==> src/rtl/mips32_prog_loader.sv <==
// Byte-stream program loader for the MIPS32 core: assembles big-endian
// words from a framed stream, writes them to memory and releases the core.
module mips32_prog_loader #(
   parameter int          ADDR_W    = 10,
   parameter logic [7:0]  SYNC_BYTE = 8'hA5
) (
   input  logic              clk1,
   input  logic              rst_n,
   input  logic              in_valid,
   input  logic [7:0]        in_data,
   output logic              in_ready,
   output logic              mem_we,
   output logic [ADDR_W-1:0] mem_addr,
   output logic [31:0]       mem_wdata,
   output logic              core_hold,
   output logic              core_start,
   output logic              load_err,
   output logic              busy
);

   typedef enum logic [2:0] {
      S_IDLE,
      S_ADDR_HI,
      S_ADDR_LO,
      S_CNT_HI,
      S_CNT_LO,
      S_DATA,
      S_WRITE,
      S_CSUM
   } state_t;

   state_t      state;
   logic [7:0]  hi_byte;
   logic [15:0] addr;
   logic [15:0] remain;
   logic [23:0] word;
   logic [1:0]  bidx;
   logic [7:0]  csum;
   logic        acc;

   assign acc = in_valid & in_ready;

   always_ff @(posedge clk1) begin
      if (!rst_n) begin
         state      <= S_IDLE;
         in_ready   <= 1'b1;
         mem_we     <= 1'b0;
         mem_addr   <= '0;
         mem_wdata  <= '0;
         core_hold  <= 1'b1;
         core_start <= 1'b0;
         load_err   <= 1'b0;
         busy       <= 1'b0;
         hi_byte    <= '0;
         addr       <= '0;
         remain     <= '0;
         word       <= '0;
         bidx       <= '0;
         csum       <= '0;
      end else begin
         mem_we     <= 1'b0;
         core_start <= 1'b0;
         unique case (state)
            S_IDLE: begin
               if (acc && in_data == SYNC_BYTE) begin
                  state     <= S_ADDR_HI;
                  busy      <= 1'b1;
                  core_hold <= 1'b1;
                  load_err  <= 1'b0;
                  csum      <= '0;
                  bidx      <= '0;
               end
            end
            S_ADDR_HI: begin
               if (acc) begin
                  hi_byte <= in_data;
                  state   <= S_ADDR_LO;
               end
            end
            S_ADDR_LO: begin
               if (acc) begin
                  addr  <= {hi_byte, in_data};
                  state <= S_CNT_HI;
               end
            end
            S_CNT_HI: begin
               if (acc) begin
                  hi_byte <= in_data;
                  state   <= S_CNT_LO;
               end
            end
            S_CNT_LO: begin
               if (acc) begin
                  remain <= {hi_byte, in_data};
                  if ({hi_byte, in_data} == 16'd0)
                     state <= S_CSUM;
                  else
                     state <= S_DATA;
               end
            end
            S_DATA: begin
               if (acc) begin
                  csum <= csum ^ in_data;
                  word <= {word[15:0], in_data};
                  bidx <= bidx + 2'd1;
                  if (bidx == 2'd3) begin
                     mem_we    <= 1'b1;
                     mem_addr  <= addr[ADDR_W-1:0];
                     mem_wdata <= {word, in_data};
                     in_ready  <= 1'b0;
                     state     <= S_WRITE;
                  end
               end
            end
            S_WRITE: begin
               // low ADDR_W bits of the 16-bit pointer give the wrap
               addr     <= addr + 16'd1;
               remain   <= remain - 16'd1;
               in_ready <= 1'b1;
               if (remain == 16'd1)
                  state <= S_CSUM;
               else
                  state <= S_DATA;
            end
            S_CSUM: begin
               if (acc) begin
                  busy  <= 1'b0;
                  state <= S_IDLE;
                  if (in_data == csum) begin
                     core_start <= 1'b1;
                     core_hold  <= 1'b0;
                  end else begin
                     load_err <= 1'b1;
                  end
               end
            end
            default: state <= S_IDLE;
         endcase
      end
   end

endmodule

==> config.mk <==
export PLATFORM = sky130hd
export DESIGN_NAME = mips32_prog_loader
export DESIGN_NICKNAME = d
export VERILOG_FILES = /design/src/rtl/mips32_prog_loader.sv
export SDC_FILE = /design/constraint.sdc
export NUM_CORES = 1
export LEC_CHECK = 0
export ABC_AREA = 0
export CORE_MARGIN = 5
export CORE_UTILIZATION = 50
export CTS_CLUSTER_SIZE = 8
export DETAILED_ROUTE_END_ITERATION = 8
export PLACE_DENSITY = 0.79
export SLEW_MARGIN = 20
export SYNTH_ARGS = -nofsm -noshare
export SYNTH_HDL_FRONTEND = slang
export SYNTH_SLANG_ARGS = --single-unit
export TNS_END_PERCENT = 1
==> constraint.sdc <==
create_clock -name clk1 -period 2.1 [get_ports clk1]
set_clock_uncertainty 0.05 [all_clocks]
set_input_delay 0.42 -clock clk1 [delete_from_list [all_inputs] [get_ports clk1]]
set_output_delay 0.42 -clock clk1 [all_outputs]
set_load 0.02 [all_outputs]
==> summary.md, run 1 <==
| Metric | Value |
|---|---|
| Initial antenna violation count | `0` |
| Die width | `approximately 110 microns` |
| All-Layer GR Usage | `between 20% and 30%` |
| Register Area | `around 0.0024 sq mm` |
| Final period utilization | `~96%` |
| Synth Area per Inst | `just under 8 sq um` |
| P per Cell Area | `about 770 mW/mm^2` |
| RR Startpoint | `state[2]` |
| Seq cells post-synth | `119` |
| Worst Setup SP | `load_err` |
| CTS root buf | `clkbuf_8` |
| Die Y | `111.7 microns` |
| Multi-input logic area | `roughly 0.0025 sq mm` |
| Critical Path End Type | `primary output` |
| Critical path's top delay family | `buffers and inverters` |
| Worst path slowest cell | `clkdlybuf4s50_1` |
| Cells after Synth | `660` |
| # rows | `37` |
| Final setup fails | `0` |
| Largest net degree at the start of global routing | `36` |
| Critical path endpoint | `load_err` |
| WL per Instance | `15.94 microns` |
| H-tree depth | `4` |
| Post-synth EDFFs | `0` |
| Crit Path Class | `flop to primary output` |
| Share of layout cells above drive strength 1 | `14.59%` |
| Async set or reset register ratio after synthesis | `0%` |
| Total Power | `slightly above 5 mW` |
| Gpl congestion | `0.8985` |
| Worst R2R End | `remain[9]` |
| Vias per cell | `about 5.7` |
| Port bufs | `58` |
| Core box area | `just over 0.01 sq mm` |
| Worst ir drop on vdd | `0.4851 mV` |
| Hold depth | `2` |
| Detailed Route WL | `14300 microns` |
| Ys flop type | `dfxtp_1` |
| Stages on worst setup path | `1` |
| Post-route DRC | `0` |
| Final Cell Area | `0.006719 sq mm` |
| Clk_lat worst skew | `roughly 0.52 ns` |
| DR pass1 iterations | `5` |
| Outcome | `finished, final reports clean` |
| Reg clk slew, reported paths | `0.06 ns` |
| Clock Sinks | `119` |
| Die area | `0.01248 sq mm` |
| Fin. max-slew vios | `0` |
| Area Growth Syn to Fin | `29.90%` |
| Max_slew headroom | `between 60% and 70%` |
| CTS tree | `done` |
| Vias in the first global route | `4894` |
| CP Launch Type | `flop` |
| I/O pin count | `a little under 60` |
| Worst-path maximum fanout | `2` |
| Reg2reg path depth | `5` |
| Layout Nets | `~760` |
| Number of DRC markers in iteration 0 | `472` |
| Post-synthesis cell area | `a little over 0.005 sq mm` |
| TritonCTS buffer count | `17` |
| Final HPWL DP | `about 9600 microns` |
| CP Cell Sequence | `clkdlybuf4s50_1` |
| Fmax | `0.4977 GHz` |
| YS warnings | `0` |
| Slack of the critical path | `just over 0.09 ns` |
| Max stage delay on crit path | `approximately 0.63 ns` |
| Setup bufs post-CTS | `0` |
| # hold bufs at CTS | `0` |
| CP arrival | `around 1.5 ns` |
| First-pass GRT wire length | `approximately 24000 microns` |
| Grt ovf | `0` |
| Pleak | `~2.4 nW` |
| Final Hold Viols | `0` |
| Initial core utilization | `between 50% and 60%` |
| Post-DP Area | `just over 0.006 sq mm` |
| Required time of the worst setup path | `1.63 ns` |
| Hold Slack | `about 0.4 ns` |
| Buffers and inverters on the worst path | `1` |
| R2R setup slack | `~0.13 ns` |
| Setup WS pre-CTS | `-0.3680 ns` |
| Worst Hold Class | `flop to flop` |
| Sequential-to-total area share from yosys stat | `a little under half` |
| Syn nets | `approximately 680` |
| Clock tree buffer depth | `2` |
| Worst-margin pin slew | `a little under 0.5 ns` |
| Via count | `just over 5000` |
| Antenna viol nets, final | `0` |
| Synth cell types | `58` |
| Number of fill cells | `slightly above 800` |
| Final setup TNS | `0 ns` |
| Diode count | `0` |
| Max Cap Viol | `0` |
| Post-CTS sizing | `0` |
| Minimum clock period | `around 2 ns` |
[how the worst min path moves through the flow]
stage,from,end,slack (ns)
6_report,mem_addr[1],mem_addr[1],0.40
5_1_grt,word[19],word[19],0.42
4_1_cts,mem_addr[1],mem_addr[1],0.40
3_5_place_dp,mem_addr[1],mem_addr[1],0.40
3_3_place_gp,word[20],word[20],0.39
2_1_floorplan,addr[8],mem_addr[8],0.38
[metal layers]
| metal | part of all wire [%] | routed length [microns] | vias to the layer above | track usage, % |
|---|---|---|---|---|
| met5 | 0 | 0 | - | 0 |
| met4 | 2.4 | 348 | 0 | 9.651 |
| met3 | 9.3 | 1335 | 34 | 7.826 |
| met2 | 46 | 6507 | 246 | 36.01 |
| met1 | 43 | 6109 | 2375 | 30.33 |
| li1 | - | - | 2445 | - |
[state kept, by name, indices dropped and copies added (netlist names)]
register and count:
load_err 1, bidx 2, core_start 1, addr 10, hi_byte 8, csum 8, state 3, remain 16
mem_wdata 32, mem_addr 10, in_ready 1, core_hold 1, busy 1, mem_we 1, word 24
[synth_stat cells, drive strengths merged, types with 4 or more instances]
cell | instances | area [sq um]
a21oi | 115 | 579.3
a31oi | 6 | 37.54
and2 | 4 | 25.02
buf | 7 | 48.79
clkbuf | 41 | 204.0
dfxtp | 119 | 2382
ha | 4 | 50.05
inv | 8 | 30.03
nand2 | 177 | 664.4
nand3 | 13 | 65.06
nand3b | 4 | 30.03
nor2 | 36 | 135.1
nor2b | 4 | 25.02
nor3 | 13 | 65.06
nor4 | 9 | 71.32
o211ai | 6 | 45.04
o21ai | 24 | 120.1
or2 | 7 | 43.79
or3 | 4 | 26.28
or4 | 5 | 41.29
xor2 | 8 | 70.07
[final cells by class]
type                       count  share of cell area (%)
multi-input combinational    483                   36.87
sequential                   119                   35.46
timing repair buffer         119                   16.24
clock buffer                  18                   6.220
tap                          136                   2.533
clock inverter                14                   2.235
inverter                       8                  0.4469
[kinds of logic (layout without fill, tap and decap cells)]
kind of cell | after synthesis | in the layout | synth area share (%)
simple gates | 294 | 294 | 25.64
mux | 1 | 1 | 0.2177
flops | 119 | 119 | 46.06
fa+ha+maj | 4 | 4 | 0.9676
buf+inv | 58 | 159 | 6.338
xor+xnor | 8 | 8 | 1.355
compound gates | 176 | 176 | 19.42
[cell usage in the layout (no fill, tap or decap), types with 6 or more instances in the layout]
master / count
or2_2: 7
nor2_1: 36
buf_4: 57
o211ai_1: 6
clkbuf_16: 16
dfxtp_1: 119
xor2_1: 8
nand3_1: 13
inv_1: 7
clkdlybuf4s50_1: 57
nand2_1: 177
a21oi_1: 114
a31oi_1: 6
nor4_1: 7
clkinvlp_4: 6
nor3_1: 13
o21ai_0: 24
[worst min-delay path, delay by kind of cell (launching register included)]
family          cells  cell delay [ns]
simple gates        1             0.05
compound gates      1             0.05
flops               1             0.30
[through the flow]
step | instances | util, %
6_report | 897 | 65.97
4_1_cts | 897 | 65.80
2_1_floorplan | 660 | -
3_5_place_dp | 865 | 60.22
3_3_place_gp | 865 | 60.22
5_1_grt | 897 | 65.97
[where the power goes]
part | switching [mW] | internal (mW) | leakage, nW
sequential | 0.00213 | 2.26 | 0.958
combinational | 0.101 | 0.0682 | 1.14
clock | 1.06 | 1.69 | 0.260
Note: power is estimated with default switching activity, not from simulation.
==> inputs of run 2 (changes only) <==
--- a/config.mk
+++ b/config.mk
@@ -7,10 +7,11 @@
 export LEC_CHECK = 0
 export ABC_AREA = 0
 export CORE_MARGIN = 5
-export CORE_UTILIZATION = 50
+export CORE_UTILIZATION = 45
+export CTS_BUF_LIST = sky130_fd_sc_hd__clkbuf_16
 export CTS_CLUSTER_SIZE = 8
 export DETAILED_ROUTE_END_ITERATION = 8
-export PLACE_DENSITY = 0.79
+export PLACE_DENSITY = 0.73
 export SLEW_MARGIN = 20
 export SYNTH_ARGS = -nofsm -noshare
 export SYNTH_HDL_FRONTEND = slang
==> summary.md, run 2 (synthesis gave the netlist of run 1 again) <==
| Metric | Value |
|---|---|
| Number of fill cells | `994 (+22%)` |
| CP Launch Type | `input port` |
| Final period utilization | `97.53% (+1.9 points)` |
| Vias per cell | `5.528 (-2.8%)` |
| Area Growth Syn to Fin | `29.56%` |
| Clock Sinks | `119 (unchanged)` |
| Layout Nets | `759 (-0.52%)` |
| Die width | `117.2 microns (+4.9%)` |
| Number of DRC markers in iteration 0 | `449 (-4.9%)` |
| Commonest non-fill, non-tap cells in the layout | `nand2_1, dfxtp_1, a21oi_1` |
| Largest regs | `mem_wdata: 32 flops, word: 24 flops, remain: 16 flops` |
| Initial antenna violation count | `0 (unchanged)` |
| Worst-margin pin slew | `0.5117 ns (+0.02480 ns)` |
| Non-Filler Instances | `900 (+0.33%)` |
| I/O pin count | `59 (unchanged)` |
| Wire length on met1 | `6252 microns (+2.3%)` |
| TritonCTS buffer count | `17 (unchanged)` |
| Via count | `4975 (-2.5%)` |
| Final setup fails | `0 (unchanged)` |
| CTS tree | `done` |
| Most common cell after layout, fill and taps aside | `nand2_1` |
| Max_slew headroom | `65.89% (-0.81 points)` |
| Antenna viol nets, final | `0 (unchanged)` |
| CP arrival | `2.35 ns (+0.81 ns)` |
| Detailed Route WL | `14030 microns (-1.9%)` |
| Max reg flops | `32 (unchanged)` |
| Slack of the critical path | `0.05185 ns (-0.03908 ns)` |
| First-pass GRT wire length | `22740 microns (-4.9%)` |
| Die Y | `117.2 microns (+4.9%)` |
| Register Area | `0.002382 sq mm (unchanged)` |
| # rows | `39 (+5.4%)` |
| Largest reg by FF count | `mem_wdata` |
| Crit Path Class | `input port to flop` |
| Minimum clock period | `2.048 ns (+0.03908 ns)` |
| Final HPWL DP | `9618 microns (+0.41%)` |
| Multi-input logic area | `0.002474 sq mm (-0.15%)` |
| Clk_lat worst skew | `0.42 ns (-0.10 ns)` |
| Post-route DRC | `0 (unchanged)` |
| RSZ-0062 raised after global routing | `true` |
| Worst-path maximum fanout | `2 (unchanged)` |
| P per Cell Area | `773.8 mW/mm^2 (+0.32%)` |
| CTS root buf | `clkbuf_16` |
| Pleak | `2.362 nW (+0.19%)` |
| Reg clk slew, reported paths | `0.06 ns (about the same)` |
| Hold depth | `2 (unchanged)` |
| Grt ovf | `0 (unchanged)` |
| Core box area | `0.01132 sq mm (+11%)` |
| Largest net degree at the start of global routing | `39 (+8.3%)` |
| Fin. max-slew vios | `0 (unchanged)` |
| Worst ir drop on vdd | `0.5089 mV (+4.9%)` |
| Share of layout cells above drive strength 1 | `13.87% (-0.72 points)` |
| Reg2reg path depth | `5 (unchanged)` |
| Met2 wire len | `6510 microns (about the same)` |
| All-Layer GR Usage | `21.26% (-2.2 points)` |
| Max Cap Viol | `0 (unchanged)` |
| Critical Path End Type | `flop` |
| Vias in the first global route | `4590 (-6.2%)` |
| Top Metal Used | `met4` |
| Final Hold Viols | `0 (unchanged)` |
| Initial core utilization | `45.69% (-5.1 points)` |
| Worst Hold Class | `flop to flop` |
| DR pass1 iterations | `5 (unchanged)` |
| WL per Instance | `15.58 microns (-2.2%)` |
| Met3 Wirelength | `942 microns (-29%)` |
| Required time of the worst setup path | `2.41 ns (+0.78 ns)` |
| Fmax | `0.4882 GHz (-1.9%)` |
| Setup WS pre-CTS | `-0.3559 ns (+0.01211 ns)` |
| Clock tree buffer depth | `2 (unchanged)` |
| Gpl congestion | `0.9324 (+3.8%)` |
| Diode count | `0 (unchanged)` |
| DP Cell Count | `868 (+0.35%)` |
| H-tree depth | `4 (unchanged)` |
| Die area | `0.01374 sq mm (+10%)` |
| Port bufs | `58 (unchanged)` |
| Outcome | `finished, final reports clean` |
run 2: through the flow:
step	setup TNS, ns	instance area [sq um]	utilization, %	power (mW)	hold slack [ns]
after detailed placement	-13.95	6125	54.10	2.476	0.3984
final	0	6701	59.20	5.186	0.4019
after floorplan	0	5172	-	2.395	0.3819
after global placement	-10.13	6125	54.10	2.473	0.3919
after CTS	0	6690	59.10	5.211	0.4058
after global routing	-0.09180	6701	59.20	5.343	0.4193
run 2: repair_timing:
action	4_1_cts	5_1_grt
setup endpoints to repair	0	8
buffers inserted	0	0
gates resized for setup	0	2
hold buffers	0	0
run 2: final timing paths:
kind	from	endpoint	slack, ns
worst max-delay path	in_data[3]	bidx[1]	0.05
worst min register to register	mem_wdata[11]	mem_wdata[11]	0.40
worst max register to register	remain[7]	remain[12]	0.14
worst min-delay path	mem_wdata[11]	mem_wdata[11]	0.40
run 2: final cells by class:
type / count / area share, %
multi-input combinational: 483 / 36.91
sequential: 119 / 35.55
timing repair buffer: 115 / 15.98
clock buffer: 17 / 6.348
tap: 143 / 2.670
clock inverter: 15 / 2.091
inverter: 8 / 0.4481
run 2: report_power, final:
| group | leakage (nW) | internal (mW) | switching [mW] |
|---|---|---|---|
| registers | 0.958 | 2.26 | 0.00192 |
| clock network | 0.284 | 1.72 | 1.03 |
| logic | 1.12 | 0.0685 | 0.100 |
| total | 2.36 | 4.05 | 1.13 |
run 2: worst max-delay path: stages:
cell and delay, ns:
clkdlybuf4s50_1 0.47, or4_4 0.53, nor4_4 0.31, nor2_1 0.09
or3b_1 0.40, a21oi_2 0.13
run 2: routing by layer:
| metal | vias to the layer above | global-route usage, % |
|---|---|---|
| met4 | 0 | 8.257 |
| met2 | 173 | 32.73 |
| met5 | - | 0 |
| li1 | 2437 | - |
| met1 | 2340 | 28.59 |
| met3 | 25 | 5.553 |
==> inputs of run 3 (changes only) <==
--- a/config.mk
+++ b/config.mk
@@ -6,7 +6,6 @@
 export NUM_CORES = 1
 export LEC_CHECK = 0
 export ABC_AREA = 0
-export CORE_MARGIN = 5
 export CORE_UTILIZATION = 45
 export CTS_BUF_LIST = sky130_fd_sc_hd__clkbuf_16
 export CTS_CLUSTER_SIZE = 8
==> summary.md, run 3 (synthesis gave the netlist of run 1 again) <==
| Metric | Value |
|---|---|
| Die Y | `109.2 microns (-6.8%)` |
| TritonCTS buffer count | `17 (unchanged)` |
| Pleak | `2.365 nW (+0.14%)` |
| Core box area | `0.01103 sq mm (-2.6%)` |
| Largest net degree at the start of global routing | `39 (unchanged)` |
| Worst Hold Class | `flop to flop` |
| Clock Sinks | `119 (unchanged)` |
| Fin. max-slew vios | `0 (unchanged)` |
| Vias per cell | `5.576 (+0.87%)` |
| Area Growth Syn to Fin | `30.24%` |
| Most common cell after layout, fill and taps aside | `nand2_1` |
| Max stage delay on crit path | `0.57 ns (+0.04 ns)` |
| Reg2reg path depth | `5 (unchanged)` |
| Largest reg by FF count | `mem_wdata` |
| Worst Setup SP | `in_data[6]` |
| Outcome | `finished, final reports clean` |
| CTS root buf | `clkbuf_16` |
| # rows | `38 (-2.6%)` |
| CP arrival | `2.35 ns (about the same)` |
| All-Layer GR Usage | `24.68% (+3.4 points)` |
| Worst R2R End | `remain[12]` |
| Power share of the sequential group | `42.5% (-1.1 points)` |
| Initial core utilization | `46.89% (+1.2 points)` |
| Grt ovf | `0 (unchanged)` |
| Max reg flops | `32 (unchanged)` |
| DP Cell Count | `866 (-0.23%)` |
| WL per Instance | `15.59 microns (about the same)` |
| Buffers and inverters on the worst path | `1 (unchanged)` |
| Stages on worst setup path | `6 (unchanged)` |
| Port bufs | `58 (unchanged)` |
| RSZ-0062 raised after global routing | `true` |
| First-pass GRT wire length | `22470 microns (-1.2%)` |
| Clock tree buffer depth | `2 (unchanged)` |
| Max_slew headroom | `70.00% (+4.1 points)` |
| Final Hold Viols | `0 (unchanged)` |
| P per Cell Area | `789.0 mW/mm^2 (+2.0%)` |
| Max Cap Viol | `0 (unchanged)` |
| Detailed Route WL | `14000 microns (-0.15%)` |
| Final period utilization | `97.40% (-0.13 points)` |
| Hold Slack | `0.4035 ns (+0.001636 ns)` |
| Crit Path Class | `input port to flop` |
| Initial antenna violation count | `0 (unchanged)` |
| RR Startpoint | `remain[7]` |
| Hold depth | `2 (unchanged)` |
| H-tree depth | `4 (unchanged)` |
| CP Launch Type | `input port` |
| Vias in the first global route | `4626 (+0.78%)` |
| Worst-path maximum fanout | `2 (unchanged)` |
| Switching power | `1.226 mW (+8.3%)` |
| Layout Nets | `760 (+0.13%)` |
| Final setup fails | `0 (unchanged)` |
| Gpl congestion | `0.8944 (-4.1%)` |
| Sw Ratio | `23.07% (+1.2 points)` |
| Setup WS pre-CTS | `-0.3363 ns (+0.01967 ns)` |
| Non-Filler Instances | `898 (-0.22%)` |
| Required time of the worst setup path | `2.41 ns (about the same)` |
| Die width | `109.2 microns (-6.8%)` |
| Critical path's top delay family | `simple AND/OR/NAND/NOR gates` |
| DR pass1 iterations | `7 (+2)` |
| Post-route DRC | `0 (unchanged)` |
| Die area | `0.01193 sq mm (-13%)` |
| R2R setup slack | `0.10 ns (-0.04 ns)` |
| Fmax | `0.4889 GHz (+0.14%)` |
| Largest regs | `mem_wdata: 32 flops, word: 24 flops, remain: 16 flops` |
| CP Cell Sequence | `clkdlybuf4s50_1 > or4_4 > nor4_4 > nor2_1 > or3b_1 > a21oi_2` |
| Combinational power share | `3.1% (-0.2 points)` |
| Minimum clock period | `2.045 ns (-0.002808 ns)` |
| Internal Power | `4.089 mW (+0.87%)` |
| Commonest non-fill, non-tap cells in the layout | `nand2_1, dfxtp_1, a21oi_1` |
| Worst ir drop on vdd | `0.4941 mV (-2.9%)` |
| Worst-margin pin slew | `0.4487 ns (-0.06300 ns)` |
| Worst path slowest cell | `or4_4` |
| Final HPWL DP | `9252 microns (-3.8%)` |
| Clk_lat worst skew | `0.42 ns (about the same)` |
| Critical path endpoint | `bidx[1]` |
| CTS tree | `done` |
| I/O pin count | `59 (unchanged)` |
| Diode count | `0 (unchanged)` |
| Via count | `5007 (+0.64%)` |
| Critical Path End Type | `flop` |
| Slack of the critical path | `0.05465 ns (+0.002808 ns)` |
| # hold bufs at CTS | `0 (unchanged)` |
| Antenna viol nets, final | `0 (unchanged)` |
| Number of DRC markers in iteration 0 | `429 (-4.5%)` |
| Clock share of power | `54.3% (+1.2 points)` |
| Reg clk slew, reported paths | `0.06 ns (about the same)` |
| Share of layout cells above drive strength 1 | `14.51% (+0.64 points)` |
run 3: cell count changes in the layout (fill, tap and decap cells not counted), moves of 2 or more:
cell	previous run	this run
o21ai_1	0	2
inv_6	1	6
inv_1	10	7
o21ai_0	24	22
run 3: cell type report:
cell class              instances  area (sq um)
fillers                       931          4294
well taps                     140         175.2
clock inverters                15         162.7
multi-input cells             483          2469
inverters                       8         30.03
repair buffers                116          1091
clock buffers                  17         425.4
flip-flops and latches        119          2384
run 3: timing repair:
item,CTS,global route
endpoints found under the hold margin,0,0
buffers inserted,0,0
gates resized for setup,0,4
setup endpoints to repair,0,5
run 3: worst register-to-register path: stages, from the launching register on:
cell and delay (ns):
dfxtp_1 0.37, or4_1 0.67, nor4_2 0.33, xor2_1 0.11, a222oi_1 0.29, nor2_1 0.07
run 3: how the worst min path moves through the flow:
stage	start	end	slack [ns]
floorplan	addr[8]	mem_addr[8]	0.38
global placement	word[22]	mem_wdata[30]	0.39
detailed placement	word[18]	word[18]	0.40
CTS	word[20]	word[20]	0.40
global route	mem_addr[6]	mem_addr[6]	0.42
finish	mem_wdata[30]	mem_wdata[30]	0.40
run 3: metal layers:
metal,track usage (%),wire [microns]
met1,31.96,6042
met3,7.711,1103
met2,37.69,6506
met4,10.76,351
met5,0,0
run 3: metrics by stage:
stage                     power (mW)  area (sq um)  util [%]   TNS, ns
after floorplan                2.395          5172         -         0
after global placement         2.469          6141     55.67    -7.758
after detailed placement       2.471          6141     55.67    -10.02
after CTS                      5.337          6729     61.00         0
after global routing           5.457          6736     61.07  -0.02410
final                          5.315          6736     61.07         0
run 3: power by group through the flow:
stage	clock network (mW)	logic (mW)	registers (mW)
3_3_place_gp	0	0.159	2.31
6_report	2.89	0.166	2.26
3_5_place_dp	0	0.161	2.31
2_1_floorplan	0	0.0848	2.31
4_1_cts	2.91	0.162	2.26
5_1_grt	3.02	0.174	2.26
==> patch: new RTL, flow settings as in run 2 <==
The 8 states of `state_t` get a one-hot encoding in 8 bits.
--- a/src/rtl/mips32_prog_loader.sv
+++ b/src/rtl/mips32_prog_loader.sv
@@ -18,15 +18,15 @@
    output logic              busy
 );
 
-   typedef enum logic [2:0] {
-      S_IDLE,
-      S_ADDR_HI,
-      S_ADDR_LO,
-      S_CNT_HI,
-      S_CNT_LO,
-      S_DATA,
-      S_WRITE,
-      S_CSUM
+   typedef enum logic [7:0] {
+      S_IDLE    = 8'b00000001,
+      S_ADDR_HI = 8'b00000010,
+      S_ADDR_LO = 8'b00000100,
+      S_CNT_HI  = 8'b00001000,
+      S_CNT_LO  = 8'b00010000,
+      S_DATA    = 8'b00100000,
+      S_WRITE   = 8'b01000000,
+      S_CSUM    = 8'b10000000
    } state_t;
 
    state_t      state;
Function: same outputs for any inputs over 10 cycles, from zero or initial values and one cycle with rst_n low; not proved beyond that.
==> patch against run 2 <==
  * Synthesized area grew 7.4%
  * Count of clock-buffer cells in the layout is the same
  * Setup slack gained 15 ps
  * Sequential cell count grew 5
  * Sequential share of layout area shrank 1.5 points
  * Global-route usage grew 0.39 points
  * Highest routed layer unchanged
  * Critical endpoint is now state[5]
  * Register-to-register slack lost 70 ps
  * Fmax grew 0.73%
  * Die area grew 6.8%
  * Wire length grew 9.2%
  * Final area grew 8.8%
  * Critical path type is now reg2reg
Power is not compared: it rests on default switching activity, and its combinational part moved more than twofold at a synthesized area within 25%.
==> patch: results (changes against run 2) <==
outcome=complete, no violations; count of different cell masters after synthesis=69 (+19%); vias in the first global route=5,227 (+14%); Total Wirelength=15.3 mm (+9.2%); PostCTS Resize Cnt=1 (+1); Crit path largest cell delay=370 ps (-160 ps); Reg2Reg Setup Slack=70 ps (-70 ps); non-filler instance count after layout=975 (+8.3%); worst setup path end=state[5]; met1 usage in global routing=0.289 (+0.00331); routed vias/inst=5.51 (-0.23%); first-pass GRT wire length=25.5 mm (+12%); Post-Synth Adder-Cell Area=0.00901 (-0.000669); syn nets=714 (+5.8%); slowest CP cell=dfxtp_1; crit-path leading delay family=compound AO/OA/AOI/OAI gates; met2 Track Usage GR=0.342 (+0.0152); Synth Area in XOR/XNOR=0.0173 (+0.00379); hold_sp=word[21]; Worst-Skew Late Latency=420 ps (about the same); CTS H-tree lvls=4 (unchanged); routability cong.=0.931 (-0.20%); main area contributors after synthesis=dfxtp_1 45%, nand2_1 12%, a21oi_1 8.5%, o21ai_0 3.2%, nor2_1 2.6%; share of cells above drive strength 1=0.164 (+0.0249); largest net degree at the start of global routing=49 (+26%); headroom to the max-slew limit=0.677 (+0.0181); Placed Cells=943 (+8.6%); Seq/Total Area, Yosys=0.447 (-0.0138); pre-CTS setup slack=-177 ps (+179 ps); Final HPWL DP=11.0 mm (+14%); top cells by count, synth=173 x nand2_1, 124 x dfxtp_1, 94 x a21oi_1; gr usage total=0.217 (+0.00392); Cells after Synth=699 (+5.9%); Hold Worst Slack=401 ps (-0.635 ps); Synth Area in Compound Gates=0.195 (+0.00121); GR Util met3=0.0494 (-0.00611); multiplexer share of the synthesized area=0.0162 (+0.0140); worst-path maximum fanout=10 (+8); reg2reg path depth=8 (+3); critical path startpoint=state[7]; dpl cell area=6680 µm² (+9.1%); post-layout net count=809 (+6.6%)
patch: changes by cell type after synthesis, sizes merged, moves of 8 or more:
cell and change:
a21oi -20, o21ai +20, buf +16, clkbuf -10, xnor2 +10, mux2i +9, a31o +8
patch: area by class of cell:
class	count	area, µm²
Tap cell	168	210
Fill cell	1070	4770
Multi-Input combinational cell	515	2830
Sequential cell	124	2480
Inverter	6	22.5
Clock buffer	17	425
Clock inverter	15	149
Timing Repair Buffer	130	1170
patch: layer usage:
| metal | part of all wire | vias up |
|---|---|---|
| li1 | - | 2625 |
| met1 | 0.45 | 2566 |
| met2 | 0.48 | 170 |
| met3 | 0.063 | 16 |
| met4 | 0.013 | 0 |
| met5 | 0 | - |
patch: power by group:
group          internal (W)  switching [W]  leakage (nW)
logic              0.000155       0.000227          1.27
clock network       0.00174        0.00109         0.270
registers           0.00237      0.0000117         0.999
total               0.00426        0.00133          2.54
